## src/rtl/shaping_pkg.sv

```systemverilog
// Shared types, widths and limits for the detector-pulse emulator and shaper datapath.
package shaping_pkg;

  localparam int FRAC = 8;
  localparam int SW   = 14;
  localparam int AW   = SW + 1 + FRAC - 1 + 1;   // 23: sign + 14 integer + 8 fraction
  localparam int AMPW = SW - 1;

  typedef enum logic {
    IDLE  = 1'b0,
    DECAY = 1'b1
  } state_t;

  localparam int YMAX = ((2 ** (SW - 1)) - 1) * (2 ** FRAC);

  localparam logic signed [SW-1:0] S_MAX = 14'sh1FFF;
  localparam logic signed [SW-1:0] S_MIN = 14'sh2000;
  localparam logic signed [SW+1:0] S_HI  = 16'sd8191;
  localparam logic signed [SW+1:0] S_LO  = -16'sd8192;

  // Clamp a widened signed sample to 14 bits and emit offset binary.
  function automatic logic [SW-1:0] ob_encode(input logic signed [SW+1:0] v);
    logic signed [SW-1:0] s;
    if (v > S_HI)      s = S_MAX;
    else if (v < S_LO) s = S_MIN;
    else               s = v[SW-1:0];
    return {~s[SW-1], s[SW-2:0]};
  endfunction

endpackage

```

## src/rtl/shaping_ob_enc.sv

```systemverilog
// Baseline add, 14-bit signed clamp and offset-binary encode of an integer sample.
module shaping_ob_enc
  import shaping_pkg::*;
(
  input  logic signed [SW-1:0]      base,
  input  logic signed [AW-FRAC-1:0] val,
  output logic        [SW-1:0]      code
);

  logic signed [SW+1:0] sum;

  always_comb begin
    sum  = $signed({{2{base[SW-1]}}, base}) + $signed({val[AW-FRAC-1], val});
    code = ob_encode(sum);
  end

endmodule

```

## src/rtl/shaping_pulse_gen.sv

```systemverilog
// Preamp-style pulse emulator: step plus exponential decay with pile-up on a baseline.
module shaping_pulse_gen
  import shaping_pkg::*;
#(
  parameter int unsigned PERIOD      = 4096,
  parameter int unsigned DECAY_SHIFT = 6,
  parameter int          BASELINE    = 0
) (
  input  logic            clk,
  input  logic            rst_n,
  input  logic            en,
  input  logic            ste,
  input  logic            trig,
  input  logic            auto,
  input  logic [AMPW-1:0] amp,
  output logic [SW-1:0]   outp,
  output logic            pulse,
  output logic            busy,
  output logic [15:0]     pulse_cnt
);

  localparam int unsigned PW = $clog2(PERIOD);
  localparam logic [PW-1:0]        PLAST    = PW'(PERIOD - 1);
  localparam logic signed [SW-1:0] BASE     = SW'(BASELINE);
  localparam logic [SW-1:0]        OUT_IDLE = ob_encode((SW+2)'(BASELINE));

  state_t               state, state_nxt;
  logic signed [AW-1:0] y, y_nxt, dec;
  logic signed [AW:0]   acc;
  logic                 pend, pend_nxt;
  logic [PW-1:0]        pcnt, pcnt_nxt;
  logic                 fire;
  logic [SW-1:0]        code;

  always_comb begin
    state_nxt = state;
    y_nxt     = y;
    pend_nxt  = pend | trig;
    pcnt_nxt  = pcnt;
    fire      = 1'b0;
    dec       = y >>> DECAY_SHIFT;
    acc       = $signed({y[AW-1], y}) + $signed({3'b000, amp, 8'h00});
    if (ste) begin
      pend_nxt = 1'b0;
      pcnt_nxt = (pcnt == PLAST) ? '0 : pcnt + PW'(1);
      fire     = pend | trig | (auto && (pcnt == PLAST));
      if (fire) begin
        y_nxt     = (acc > (AW+1)'(YMAX)) ? AW'(YMAX) : acc[AW-1:0];
        state_nxt = (y_nxt != '0) ? DECAY : IDLE;
      end else if (state == DECAY) begin
        // Residue below one decay step would never reach zero; snap it to idle.
        if (dec == '0) begin
          y_nxt     = '0;
          state_nxt = IDLE;
        end else begin
          y_nxt = y - dec;
        end
      end
    end
    if (!en) begin
      state_nxt = IDLE;
      y_nxt     = '0;
      pend_nxt  = 1'b0;
      pcnt_nxt  = '0;
      fire      = 1'b0;
    end
  end

  shaping_ob_enc u_enc (
    .base (BASE),
    .val  (y_nxt[AW-1:FRAC]),
    .code (code)
  );

  always_ff @(posedge clk) begin
    if (!rst_n) begin
      state     <= IDLE;
      y         <= '0;
      pend      <= 1'b0;
      pcnt      <= '0;
      outp      <= OUT_IDLE;
      pulse     <= 1'b0;
      busy      <= 1'b0;
      pulse_cnt <= '0;
    end else begin
      state <= state_nxt;
      y     <= y_nxt;
      pend  <= pend_nxt;
      pcnt  <= pcnt_nxt;
      outp  <= code;
      pulse <= fire;
      busy  <= (state_nxt == DECAY);
      if (fire) pulse_cnt <= pulse_cnt + 16'd1;
    end
  end

endmodule

```

## config.mk

```make
export PLATFORM = sky130hd
export DESIGN_NAME = shaping_pulse_gen
export DESIGN_NICKNAME = d
export VERILOG_FILES = /design/src/rtl/shaping_pkg.sv /design/src/rtl/shaping_ob_enc.sv /design/src/rtl/shaping_pulse_gen.sv
export SDC_FILE = /design/constraint.sdc
export NUM_CORES = 1
export LEC_CHECK = 0
export CORE_AREA = 2 2 102 129
export CTS_CLUSTER_SIZE = 8
export DETAILED_ROUTE_END_ITERATION = 10
export DIE_AREA = 0 0 104 131
export PLACE_DENSITY_LB_ADDON = 0.15
export REMOVE_ABC_BUFFERS = 1
export SLEW_MARGIN = 5
export SYNTH_ARGS = -nofsm -noshare
export SYNTH_HDL_FRONTEND = slang
export SYNTH_SLANG_ARGS = --single-unit
export TNS_END_PERCENT = 5
```

## constraint.sdc

```tcl
create_clock -name clk -period 3.44 [get_ports clk]
set_input_delay 1.032 -clock clk [delete_from_list [all_inputs] [get_ports clk]]
set_output_delay 1.032 -clock clk [all_outputs]
set_load 0.02 [all_outputs]
```

==> load_flow_metrics.sql <==
INSERT INTO impl_metrics (metric_group, metric, value, unit) VALUES
('critical_path', 'worstSetupPathType', 'in2reg', ''),
('drt', 'finalWirelength', '16.0', 'mm'),
('power_and_ir_drop', 'power.ir.vdd_worst', '0.276', 'mV'),
('sta', 'finClkSkew', '0.00990', 'ns'),
('global_routing', 'grt_pass1_vias', '5166', ''),
('critical_path', 'crit_path_cell_trace', 'buf_2, ha_4, fa_2, a211oi_4, buf_4, o2111ai_2, or3b_4, nand2_2, nor4_2, nand4_1, buf_4, and2_1, a221o_1, o21ai_1', ''),
('drt', 'detail_route.iter0.violations', '324', ''),
('floorplan', 'rows', '46', ''),
('placement', 'placement.cell_area', '6260', 'um2'),
('floorplan', 'num_io_pins', '51', ''),
('placement', 'detailedPlacementHpwl', '11.7', 'mm'),
('final_layout', 'layout_area_overhead', '47.5', '%'),
('yosys', 'async_flop_share', '0', ''),
('clocking', 'cts_tree', 'done', ''),
('drt', 'wl_per_cell', '17.1', 'um'),
('global_routing', 'grt_pass1_wl', '25.7', 'mm'),
('sta', 'timing.final.setup_violations', '19', ''),
('critical_path', 'worst_ep_arrival_time', '3.80', 'ns'),
('run_status', 'result_of_the_run', 'finished with violations', ''),
('final_layout', 'fin_nets', '822', ''),
('sta', 'hold_violations', '0', ''),
('global_routing', 'antenna_found_initial', '0', ''),
('clocking', 'cts.path.max_buffers', '2', ''),
('sta', 'worstMarginPinSlew', '0.684', 'ns'),
('critical_path', 'slowest_delay', '0.37', 'ns'),
('clocking', 'cts.clk_slew.worst_paths', '0.06', 'ns'),
('sta', 'fin_ws', '-0.0905', 'ns'),
('yosys', 'portion_of_the_post_synthesis_area_used_by_sequential_elements', '0.278', ''),
('drt', 'final_routed_drc_violation_total', '0', ''),
('clocking', 'cts_bufs_inserted', '9', ''),
('clocking', 'insertion_delay', '0.33', 'ns'),
('yosys', 'synth_flop_cell', 'dfxtp_1', ''),
('final_layout', 'design_area', '7210', 'um2'),
('yosys', 'synth_largest_area_cell', 'dfxtp_1', ''),
('sta', 'slew_headroom', '0.544', ''),
('critical_path', 'critical_path_required', '3.71', 'ns'),
('floorplan', 'start_util', '0.393', ''),
('floorplan', 'die_x', '104', 'um'),
('critical_path', 'critical_path.max_fanout', '3', ''),
('yosys', 'yosysUniqueCellTypes', '72', ''),
('power_and_ir_drop', 'finalPower', '2.56', 'mW'),
('global_routing', 'track_usage', '0.235', ''),
('final_layout', 'instances_no_fill', '936', ''),
('worst_hold_path', 'hp_class', 'reg2reg', ''),
('sta', 'period_minus_slack', '3.53', 'ns'),
('run_status', 'violated_checks', 'negative setup slack', ''),
('sta', 'rsz0062_at_grt', 'true', ''),
('sta', 'finalSetupTns', '-0.692', 'ns'),
('drt', 'drt-vias-per-instance', '5.64', ''),
('drt', 'detailedRoute.firstPassIterationCount', '5', ''),
('yosys', 'synthesized_flop_and_latch_total', '68', ''),
('yosys', 'synth.top_cells.by_area', 'dfxtp_1 (28%), ha_1 (9.7%), xnor2_1 (4.8%), nand2_1 (4.5%), o21ai_0 (4.0%)', ''),
('floorplan', 'design.die.area', '13600', 'um2'),
('clocking', 'cts.sinks', '68', ''),
('yosys', 'synth_warn', '0', ''),
('sta', 'final_max_tran_viols', '0', ''),
('yosys', 'postSynthAreaPerCell', '7.99', 'um2'),
('final_layout', 'antenna-diode-count', '0', ''),
('yosys', 'post-synth-top-area-fraction', '0.278', ''),
('placement', 'gp_congestion', '0.869', ''),
('critical_path', 'most_prevalent_standard_cell_on_the_critical_path', 'buf_4', ''),
('clocking', 'htree_levels', '3', ''),
('critical_path', 'critical-path-slowest-cell', 'fa_2', ''),
('global_routing', 'globalRoute.totalOverflow', '0', ''),
('floorplan', 'coreArea', '12400', 'um2'),
('sta', 'fin_crit_sh', '1.03', ''),
('final_layout', 'layout-drive-gt1-share', '0.258', ''),
('power_and_ir_drop', 'p_per_area', '356', 'nW/um2'),
('drt', 'vias', '5278', ''),
('final_layout', 'final_common_cell', 'buf_4', ''),
('drt', 'antenna_left', '0', '');
[cells by family after synthesis]
kind of cell | count (synthesis) | synth area share
flops | 68 | 0.278
fa+ha+maj | 40 | 0.105
simple gates | 220 | 0.229
compound gates | 184 | 0.262
xor+xnor | 45 | 0.0806
buf+inv | 55 | 0.0445
[sequential cells by signal, indices dropped and copies added (netlist names)]
register   count
pcnt          12
y             23
outp          14
state          1
pulse          1
pend           1
pulse_cnt     16
[power breakdown]
part           total, mW  switching [mW]  internal, mW
logic              0.803           0.422         0.381
clock network      0.922           0.360         0.561
registers          0.840          0.0293         0.811
total               2.56           0.811          1.75
[metrics by stage]
stage	utilization	setup WS, ns
4_1_cts	0.552	-0.0933
3_5_place_dp	0.503	-0.881
3_3_place_gp	0.503	-0.841
2_1_floorplan	-	-0.174
6_report	0.580	-0.0905
5_1_grt	0.580	-0.159
[cell type report]
cell class | count | area (um2)
sequential | 68 | 1360
inverter | 37 | 139
multi-input combinational | 489 | 3820
clock inverter | 6 | 63.8
fill | 1158 | 5220
clock buffer | 10 | 229
tap | 168 | 210
timing repair buffer | 158 | 1390
[layer usage]
layer	part of all wire	global-route usage
met2	0.49	0.424
met3	0.052	0.0332
met1	0.42	0.280
met5	0	0
met4	0.040	0.102
[final timing paths]
kind,startpoint,endpoint,slack (ns),depth (start not counted)
min reg2reg,y[0],y[0],0.49,1
max reg2reg,y[0],outp[0],0.08,16
max,amp[0],outp[8],-0.09,14
min,y[0],y[0],0.49,1
[cell usage after synthesis (3+ instances only)]
master and count:
a22o_1 7, a21o_1 15, and3_1 11, nor3_1 13
o21a_1 6, ha_1 38, nand3_1 20, a21boi_0 8
nor2_1 46, a21oi_1 34, nand4_1 11, buf_2 3
clkbuf_1 13, dfxtp_1 68, o221ai_1 4, o211ai_1 6
o31ai_1 3, o21bai_1 3, nand2_1 58, o31a_1 3
and2_1 15, a31oi_1 5, a221oi_1 3, nor3b_1 3
xor2_1 18, o21ai_0 39, o2111ai_1 4, a41oi_1 3
inv_1 36, o21ai_1 3, a211oi_1 8, nor2b_1 6
or3_1 10, nor4_1 10, o41ai_1 3, xnor2_1 27
[critical path, delay by kind of cell]
family          cells  cell delay (ns)
fa+ha+maj           2             0.53
simple gates        5             0.94
compound gates      4             0.83
buf+inv             3             0.47
[repair_timing]
action / CTS / global route
endpoints found under the setup margin: 38 / 38
gates cloned: 1 / 1
buffers inserted: 8 / 4
pin swaps: 19 / 24
hold buffers: 0 / 0
gates resized for setup: 54 / 57
Note: power is estimated with default switching activity, not from simulation.
